--- config.mk ---
export PLATFORM = sky130hd
export DESIGN_NAME = candy_change
export DESIGN_NICKNAME = d
export VERILOG_FILES = /design/src/rtl/candy_pkg.sv /design/src/rtl/candy_change_timer.sv /design/src/rtl/candy_change.sv
export SDC_FILE = /design/constraint.sdc
export NUM_CORES = 1
export LEC_CHECK = 0
export ABC_AREA = 1
export CORE_MARGIN = 1.5
export CORE_UTILIZATION = 46
export CTS_CLUSTER_DIAMETER = 200
export DETAILED_ROUTE_END_ITERATION = 10
export HOLD_SLACK_MARGIN = 0.06
export PLACE_DENSITY = 0.79
export SYNTH_ARGS = -nofsm -noshare
export SYNTH_HDL_FRONTEND = slang
export SYNTH_SLANG_ARGS = --single-unit
export TNS_END_PERCENT = 50
--- constraint.sdc ---
create_clock -name clk -period 5.2 [get_ports clk]
set_input_delay 0.78 -clock clk [delete_from_list [all_inputs] [get_ports clk]]
set_output_delay 0.78 -clock clk [all_outputs]
set_load 0.1 [all_outputs]
--- src/rtl/candy_pkg.sv ---
// Shared definitions for the candy vending coin interface: coin codes,
// change-dispenser state encoding and a small sizing helper.
package candy_pkg;

    // Two-bit coin codes, common to the vending FSM and the change dispenser
    localparam logic [1:0] COIN_NONE = 2'b00;
    localparam logic [1:0] COIN_5    = 2'b01;
    localparam logic [1:0] COIN_10   = 2'b10;

    // Change dispenser state encoding
    localparam int unsigned STATE_W = 3;

    typedef enum logic [STATE_W-1:0] {
        ST_IDLE = 3'd0,
        ST_LOAD = 3'd1,
        ST_SEND = 3'd2,
        ST_GAP  = 3'd3,
        ST_FIN  = 3'd4,
        ST_JAM  = 3'd5
    } state_e;

    // Larger of two sizes; the shared timer must hold both wait lengths
    function automatic int unsigned max_u(input int unsigned a, input int unsigned b);
        return (a > b) ? a : b;
    endfunction

endpackage

--- src/rtl/candy_change_timer.sv ---
// Loadable down-counter with a zero flag. Used by the change dispenser for
// both the inter-coin gap and the hopper acknowledge timeout.
module candy_change_timer
    import candy_pkg::*;
#(
    parameter int unsigned W = 4
) (
    input  logic         clk,
    input  logic         reset_n,
    input  logic         load_i,
    input  logic [W-1:0] load_val_i,
    input  logic         en_i,
    output logic         zero_o
);

    logic [W-1:0] count_q;

    // Load takes priority; otherwise count down while enabled, saturating at zero
    always_ff @(posedge clk or negedge reset_n) begin
        if (!reset_n) begin
            count_q <= '0;
        end else if (load_i) begin
            count_q <= load_val_i;
        end else if (en_i && (count_q != '0)) begin
            count_q <= count_q - W'(1);
        end
    end

    assign zero_o = (count_q == '0);

endmodule

--- src/rtl/candy_change.sv ---
// Change/refund dispenser. On a vend it returns credit - PRICE, on a cancel the
// full credit, one coin per hopper handshake, largest coin first. A missing
// acknowledge latches a sticky jam that only reset clears.
module candy_change
    import candy_pkg::*;
#(
    parameter int unsigned PRICE    = 3,
    parameter int unsigned CREDIT_W = 3,
    parameter int unsigned GAP_CYC  = 2,
    parameter int unsigned ACK_TO   = 15
) (
    input  logic                clk,
    input  logic                reset_n,
    input  logic                vend_req,
    input  logic                cancel_req,
    input  logic [CREDIT_W-1:0] credit,
    output logic [1:0]          coin_out,
    output logic                coin_valid,
    input  logic                coin_ack,
    output logic                busy,
    output logic                done,
    output logic                err,
    output logic                jam
);

    // One counter serves both waits, so size it for the longer one
    localparam int unsigned TW = $clog2(max_u(ACK_TO, GAP_CYC) + 1);

    // Timer reload values: the counter is checked for zero at the end of the
    // last cycle, so an N-cycle wait loads N-1
    localparam logic [TW-1:0] ACK_LOAD = TW'((ACK_TO > 0) ? ACK_TO - 1 : 0);
    localparam logic [TW-1:0] GAP_LOAD = TW'((GAP_CYC > 0) ? GAP_CYC - 1 : 0);

    localparam logic [CREDIT_W-1:0] PRICE_V = CREDIT_W'(PRICE);

    // Registered state and outputs
    state_e              state_q, state_d;
    logic [CREDIT_W-1:0] rem_q, rem_d;
    logic [1:0]          coin_out_q, coin_out_d;
    logic                coin_valid_q, coin_valid_d;
    logic                busy_q, busy_d;
    logic                done_q, done_d;
    logic                err_q, err_d;
    logic                jam_q, jam_d;

    // Shared coin decision (LOAD, end of GAP, or straight after an ack with no gap)
    logic                decide;
    logic [CREDIT_W-1:0] decide_rem;
    logic [CREDIT_W-1:0] rem_after_ack;

    // Timer interface
    logic          tmr_load;
    logic [TW-1:0] tmr_val;
    logic          tmr_en;
    logic          tmr_zero;

    candy_change_timer #(
        .W (TW)
    ) u_timer (
        .clk        (clk),
        .reset_n    (reset_n),
        .load_i     (tmr_load),
        .load_val_i (tmr_val),
        .en_i       (tmr_en),
        .zero_o     (tmr_zero)
    );

    // Timer counts only while a coin is outstanding or a gap is running
    assign tmr_en = (state_q == ST_SEND) || (state_q == ST_GAP);

    // Remaining credit once the coin currently presented is accepted
    assign rem_after_ack = rem_q - ((coin_out_q == COIN_10) ? CREDIT_W'(2) : CREDIT_W'(1));

    // Next-state, next-output and timer control decisions
    always_comb begin
        state_d      = state_q;
        rem_d        = rem_q;
        coin_out_d   = coin_out_q;
        coin_valid_d = coin_valid_q;
        done_d       = 1'b0;
        err_d        = 1'b0;
        jam_d        = jam_q;
        tmr_load     = 1'b0;
        tmr_val      = '0;
        decide       = 1'b0;
        decide_rem   = '0;

        case (state_q)
            ST_IDLE: begin
                // Cancel beats vend when both arrive together
                if (cancel_req) begin
                    rem_d   = credit;
                    state_d = ST_LOAD;
                end else if (vend_req) begin
                    if (credit >= PRICE_V) begin
                        rem_d   = credit - PRICE_V;
                        state_d = ST_LOAD;
                    end else begin
                        err_d = 1'b1;
                    end
                end
            end

            ST_LOAD: begin
                decide     = 1'b1;
                decide_rem = rem_q;
            end

            ST_SEND: begin
                // An ack wins over a timeout landing in the same cycle
                if (coin_ack) begin
                    rem_d        = rem_after_ack;
                    coin_valid_d = 1'b0;
                    coin_out_d   = COIN_NONE;
                    if (GAP_CYC == 0) begin
                        decide     = 1'b1;
                        decide_rem = rem_after_ack;
                    end else begin
                        state_d  = ST_GAP;
                        tmr_load = 1'b1;
                        tmr_val  = GAP_LOAD;
                    end
                end else if (tmr_zero) begin
                    coin_valid_d = 1'b0;
                    coin_out_d   = COIN_NONE;
                    jam_d        = 1'b1;
                    state_d      = ST_JAM;
                end
            end

            ST_GAP: begin
                if (tmr_zero) begin
                    decide     = 1'b1;
                    decide_rem = rem_q;
                end
            end

            ST_FIN: begin
                state_d = ST_IDLE;
            end

            ST_JAM: begin
                state_d = ST_JAM;
            end

            default: begin
                state_d = ST_IDLE;
            end
        endcase

        // Greedy coin selection: tens while at least 2 steps remain
        if (decide) begin
            if (decide_rem == '0) begin
                state_d      = ST_FIN;
                done_d       = 1'b1;
                coin_valid_d = 1'b0;
                coin_out_d   = COIN_NONE;
            end else begin
                state_d      = ST_SEND;
                coin_valid_d = 1'b1;
                coin_out_d   = (decide_rem >= CREDIT_W'(2)) ? COIN_10 : COIN_5;
                tmr_load     = 1'b1;
                tmr_val      = ACK_LOAD;
            end
        end

        busy_d = (state_d != ST_IDLE);
    end

    // State and registered outputs; reset aborts any sequence immediately
    always_ff @(posedge clk or negedge reset_n) begin
        if (!reset_n) begin
            state_q      <= ST_IDLE;
            rem_q        <= '0;
            coin_out_q   <= COIN_NONE;
            coin_valid_q <= 1'b0;
            busy_q       <= 1'b0;
            done_q       <= 1'b0;
            err_q        <= 1'b0;
            jam_q        <= 1'b0;
        end else begin
            state_q      <= state_d;
            rem_q        <= rem_d;
            coin_out_q   <= coin_out_d;
            coin_valid_q <= coin_valid_d;
            busy_q       <= busy_d;
            done_q       <= done_d;
            err_q        <= err_d;
            jam_q        <= jam_d;
        end
    end

    assign coin_out   = coin_out_q;
    assign coin_valid = coin_valid_q;
    assign busy       = busy_q;
    assign done       = done_q;
    assign err        = err_q;
    assign jam        = jam_q;

endmodule
==> results of run 1 <==
worst min-delay path, cell delays in order (launching register included):
cell and delay (ps):
dfrtp_1 360, inv_1 40, nand2_1 50
layer usage:
metal,GRT usage [%],up-vias
met5,0,-
met4,12.5,0
met3,3.33,7
met2,29.8,16
met1,22.2,385
li1,-,435
cell type report:
type / instances / area, um2 / area share [%]
sequential: 17 / 425 / 35.3
clock inverter: 1 / 5.00 / 0.416
tap: 27 / 33.8 / 2.81
clock buffer: 3 / 22.5 / 1.87
inverter: 26 / 100 / 8.32
multi-input combinational: 85 / 477 / 39.6
timing repair buffer: 14 / 140 / 11.6
report_power, final:
group | total (mW) | leakage (nW) | switching (mW) | internal, mW
Sequential | 0.219 | 0.205 | 0.0327 | 0.187
Clock | 0.0707 | 0.0177 | 0.0421 | 0.0287
Combinational | 0.493 | 0.424 | 0.337 | 0.156
registers in the layout, indices dropped and copies added, names as in the netlist:
| register | count |
|---|---|
| u_timer.count_q | 4 |
| rem_q | 3 |
| state_q | 3 |
| coin_out | 2 |
| busy | 1 |
| coin_valid | 1 |
| done | 1 |
| err | 1 |
| jam | 1 |
stage by stage:
| step | util [%] | area (um2) |
|---|---|---|
| after floorplan | - | 1000 |
| after global placement | 58.8 | 1180 |
| after detailed placement | 58.8 | 1180 |
| after CTS | 60.1 | 1200 |
| after global routing | 60.1 | 1200 |
| final | 60.1 | 1200 |
cell families (layout without fill, tap and decap cells):
logic type,count (synthesis),in the layout,synth area share (%)
AND/OR/NAND/NOR,64,64,30.7
buffers and inverters,26,44,9.99
flip-flops,17,17,42.4
AO/OA/AOI/OAI,14,14,8.12
adder cells (fa/ha/maj),5,5,6.99
XOR/XNOR,2,2,1.75
cells in the mapped netlist:
cell	n	area, um2
a21oi_2	1	8.76
fa_1	1	20.0
nand3_1	12	60.1
ha_1	4	50.1
inv_2	4	15.0
nor2_2	1	6.26
a21oi_1	2	10.0
xnor2_1	1	8.76
o21ai_0	6	30.0
nor2_1	11	41.3
inv_1	21	78.8
o21ai_1	2	10.0
nand3_2	1	10.0
nor3_1	1	5.00
nand2_1	29	109
nand2_2	5	31.3
o211ai_1	3	22.5
dfrtp_1	17	425
xor2_1	1	8.76
nand2_4	4	45.0
inv_4	1	6.26
final timing paths:
| kind | end | slack (ps) | cells past startpoint |
|---|---|---|---|
| setup / recovery | coin_out[0] | 2610 | 1 |
| hold reg to reg | jam | 480 | 2 |
| hold / removal | jam | 480 | 2 |
| min in group asynchronous | busy | 910 | 1 |
| max in group asynchronous | state_q[1] | 3830 | 1 |
| setup reg to reg | rem_q[2] | 3310 | 10 |
==> flow_metrics.env, run 1 <==
export IMPL_dp_hpwl_um=1520
export IMPL_skew_ps=3.97
export IMPL_hold_path_class="register to register"
export IMPL_drive_above_1_share_pct=14.4
export IMPL_finalHoldViolations=0
export IMPL_ys_types=21
export IMPL_fillers=181
export IMPL_io_pins=15
export IMPL_antenna_left=0
export IMPL_cts_resized=0
export IMPL_cp_start_kind="register"
export IMPL_cts_inserted_buffers=3
export IMPL_setup_viol=0
export IMPL_cts_setup_buffers=0
export IMPL_path_delay_family="buffers and inverters"
export IMPL_dp_cells=169
export IMPL_critPathLaunch="coin_out[0]"
export IMPL_num_rows=16
export IMPL_maxUsedRoutingLayer="met4"
export IMPL_path_buf_inv=1
export IMPL_fmax_mhz=385
export IMPL_die_w_um=49.7
export IMPL_outcome="completed"
export IMPL_grt_max_degree=18
export IMPL_cp_slowest_cell="clkdlybuf4s50_1"
export IMPL_drv_slew=0
export IMPL_grt_ovfl_total=0
export IMPL_ctsHoldBuffers=0
export IMPL_netlist_area_um2=1000
export IMPL_clk_pin_slew_ps=100
export IMPL_most_common_layout_cells="nand2_1, inv_1, dfrtp_1"
export IMPL_die_y_um=49.7
export IMPL_wl_per_cell_um=10.8
export IMPL_worstMarginPinSlew_ps=977
export IMPL_start_util_pct=50.1
export IMPL_regToRegStartpoint="coin_out[0]"
export IMPL_diodes=0
export IMPL_place_congestion=0.807
export IMPL_pre_cts_ws_ps=2780
export IMPL_fin_setup_tns_ps=0
export IMPL_grt_pass1_wl_um=3440
export IMPL_wl_met2_um=900
export IMPL_numPortBuffers=14
export IMPL_maxCapViolations=0
export IMPL_post_route_period_util_pct=49.9
export IMPL_vias=843
export IMPL_path_cells="clkdlybuf4s50_1"
export IMPL_viasPerCell=4.87
export IMPL_syn_inst=128
export IMPL_first_pass_iters=4
export IMPL_h_tree_depth=1
export IMPL_fin_nets=160
export IMPL_cts_root_buf="clkbuf_4"
export IMPL_drc=0
export IMPL_coreArea_um2=2000
export IMPL_p_leak_nw=0.647
export IMPL_fin_ws_ps=2610
export IMPL_path_class="register to primary output"
export IMPL_drt_first_iter_violations=6
export IMPL_critPathMaxStageDelay_ps=1140
export IMPL_wl_met1_um=833
export IMPL_antenna_found_initial=0
export IMPL_p_total_mw=0.783
export IMPL_worst_path_max_fanout=3
export IMPL_wl_um=1860
export IMPL_cp_arrival_ps=1810
export IMPL_yosysWarnings=0
export IMPL_peakVddDrop_mv=0.423
export IMPL_routed_wl_met3_um=64
export IMPL_syn_num_nets=141
export IMPL_grt_usage_pct=18.4
export IMPL_final_cells=173
export IMPL_fin_crit_ps=2590
export IMPL_layout_commonest_cell="nand2_1"
export IMPL_maxSlewHeadroom_pct=34.6
export IMPL_syn2layout_area_growth_pct=20.1
export IMPL_worstPathRequired_ps=4420
export IMPL_cp_end_kind="primary output"
export IMPL_rsz0062_at_grt="no"
export IMPL_clock_sinks=17
export IMPL_ys_ff_latch=17
export IMPL_syn_area_per_cell_um2=7.83
export IMPL_grt_pass1_vias=850
export IMPL_clockBufferDepth=2
export IMPL_whs_ps=479
export IMPL_clock_latency_ps=290
export IMPL_tritoncts="yes"
export IMPL_pwr_density_cell_nw_per_um2=651
export IMPL_yosysSeqAreaShare_pct=42.4
export IMPL_die_area_um2=2470
export IMPL_hold_start="jam"
Note: power is estimated with default switching activity, not from simulation.
==> run 2: changes to the inputs <==
Clock period 5.2 ns to 2.64 ns, I/O delays scaled along.
==> flow_metrics.env, run 2 (synthesized netlist as in run 1, its figures left out) <==
export IMPL_outcome="completed"
export IMPL_multi_input_area_um2=477
export IMPL_rsz0062_at_grt="no"
export IMPL_finalHoldViolations=0
export IMPL_clock_latency_ps=290
export IMPL_grt_usage_pct=17.9
export IMPL_syn2layout_area_growth_pct=18.4
export IMPL_most_common_layout_cells="nand2_1, inv_1, dfrtp_1"
export IMPL_antenna_left=0
export IMPL_grt_ovfl_total=0
export IMPL_start_util_pct=50.1
export IMPL_largest_register_ffs=4
export IMPL_clock_sinks=17
export IMPL_vias=857
export IMPL_pwr_density_cell_nw_per_um2=1300
export IMPL_ctsHoldBuffers=0
export IMPL_regArea_um2=425
export IMPL_p_seq_share_pct=28.3
export IMPL_path_delay_family="adder cells"
export IMPL_pre_cts_ws_ps=586
export IMPL_wl_per_cell_um=11.1
export IMPL_comb_power_share_pct=62.8
export IMPL_critPathMaxStageDelay_ps=410
export IMPL_fin_nets=160
export IMPL_die_w_um=49.7
export IMPL_fin_setup_tns_ps=0
export IMPL_grt_max_degree=18
export IMPL_maxCapViolations=0
export IMPL_p_leak_nw=0.656
export IMPL_fin_util_pct=59.3
export IMPL_path_buf_inv=2
export IMPL_p_int_mw=0.724
export IMPL_cp_arrival_ps=2070
export IMPL_tritoncts="yes"
export IMPL_cts_root_buf="clkbuf_4"
export IMPL_cts_resized=0
export IMPL_die_area_um2=2470
export IMPL_io_pins=15
export IMPL_setup_viol=0
export IMPL_drv_slew=0
export IMPL_skew_ps=3.39
export IMPL_antenna_found_initial=0
export IMPL_die_y_um=49.7
export IMPL_coreArea_um2=2000
export IMPL_p_switching_mw=0.815
export IMPL_p_total_mw=1.54
export IMPL_drive_above_1_share_pct=19.2
export IMPL_first_pass_iters=4
export IMPL_cp_start_kind="register"
export IMPL_clk_pin_slew_ps=100
export IMPL_drt_first_iter_violations=28
export IMPL_largest_register="u_timer.count_q"
export IMPL_reg_top3="u_timer.count_q (4), rem_q (3), state_q (3)"
export IMPL_fillers=185
export IMPL_worst_path_max_fanout=3
export IMPL_path_class="register to register"
export IMPL_layout_commonest_cell="nand2_1"
export IMPL_p_clk_share_pct=9.0
export IMPL_place_congestion=0.815
export IMPL_num_rows=16
export IMPL_cts_inserted_buffers=3
export IMPL_viasPerCell=4.95
export IMPL_grt_pass1_vias=840
export IMPL_fmax_mhz=529
export IMPL_hold_path_class="register to register"
export IMPL_fin_ws_ps=750
export IMPL_diodes=0
export IMPL_h_tree_depth=1
export IMPL_numPortBuffers=14
export IMPL_grt_pass1_wl_um=3420
export IMPL_postLayoutCellArea_um2=1190
export IMPL_peakVddDrop_mv=0.725
export IMPL_worstMarginPinSlew_ps=736
export IMPL_worstPathRequired_ps=2820
export IMPL_path_cells="nor2_1, inv_1, ha_1, fa_1, inv_1, nor2_1, o21ai_0, nand2_1, nand2_1, o21ai_0"
export IMPL_cts_setup_buffers=0
export IMPL_clockBufferDepth=2
export IMPL_post_route_period_util_pct=71.6
export IMPL_swShare_pct=52.9
export IMPL_place_area_um2=1160
export IMPL_cp_slowest_cell="dfrtp_1"
export IMPL_maxSlewHeadroom_pct=50.8
export IMPL_wl_um=1910
export IMPL_dp_hpwl_um=1490
export IMPL_cp_end_kind="register"
export IMPL_drc=0
export IMPL_fin_crit_ps=1890
run 2: cell types whose count changed in the layout (fill, tap and decap cells not counted):
| cell | previous run | this run |
|---|---|---|
| buf_4 | 0 | 7 |
| clkdlybuf4s50_1 | 14 | 7 |
run 2: power groups by stage:
stage | sequential, mW | combinational, mW | clock (mW)
2_1_floorplan | 0.601 | 0.610 | 0
3_3_place_gp | 0.434 | 0.941 | 0
3_5_place_dp | 0.438 | 0.968 | 0
4_1_cts | 0.433 | 0.975 | 0.144
5_1_grt | 0.446 | 1.09 | 0.153
6_report | 0.435 | 0.966 | 0.138
run 2: final timing paths:
check                             from    endpoint  slack [ps]  cells after the start
max                        coin_out[0]    rem_q[2]         750                     10
min                                jam         jam         490                      2
max reg2reg                coin_out[0]    rem_q[2]         750                     10
min reg2reg                        jam         jam         490                      2
max in group asynchronous      reset_n  state_q[1]        1650                      1
min in group asynchronous      reset_n  state_q[0]         540                      1
run 2: worst min-delay path, delay by kind of cell, from the launching register on:
kind	cells	cell delay, ps
simple gates	1	60
buf+inv	1	40
flops	1	360
run 2: layout make-up:
cell class | count | area share, %
multi-input combinational | 85 | 40.2
sequential | 17 | 35.9
timing repair buffer | 14 | 10.3
inverter | 26 | 8.44
tap | 27 | 2.85
clock buffer | 3 | 1.90
clock inverter | 1 | 0.422
run 2: layer usage:
metal / global-route usage (%) / routed length [um] / vias up
met1: 22.5 / 822 / 390
li1: - / - / 434
met2: 30.4 / 956 / 31
met5: 0 / 0 / -
met4: 7.87 / 9 / 0
met3: 2.73 / 124 / 2
run 2: through the flow:
step,cells,hold WS (ps)
2_1_floorplan,128,100
3_5_place_dp,169,461
6_report,173,488
3_3_place_gp,169,450
5_1_grt,173,526
4_1_cts,173,492
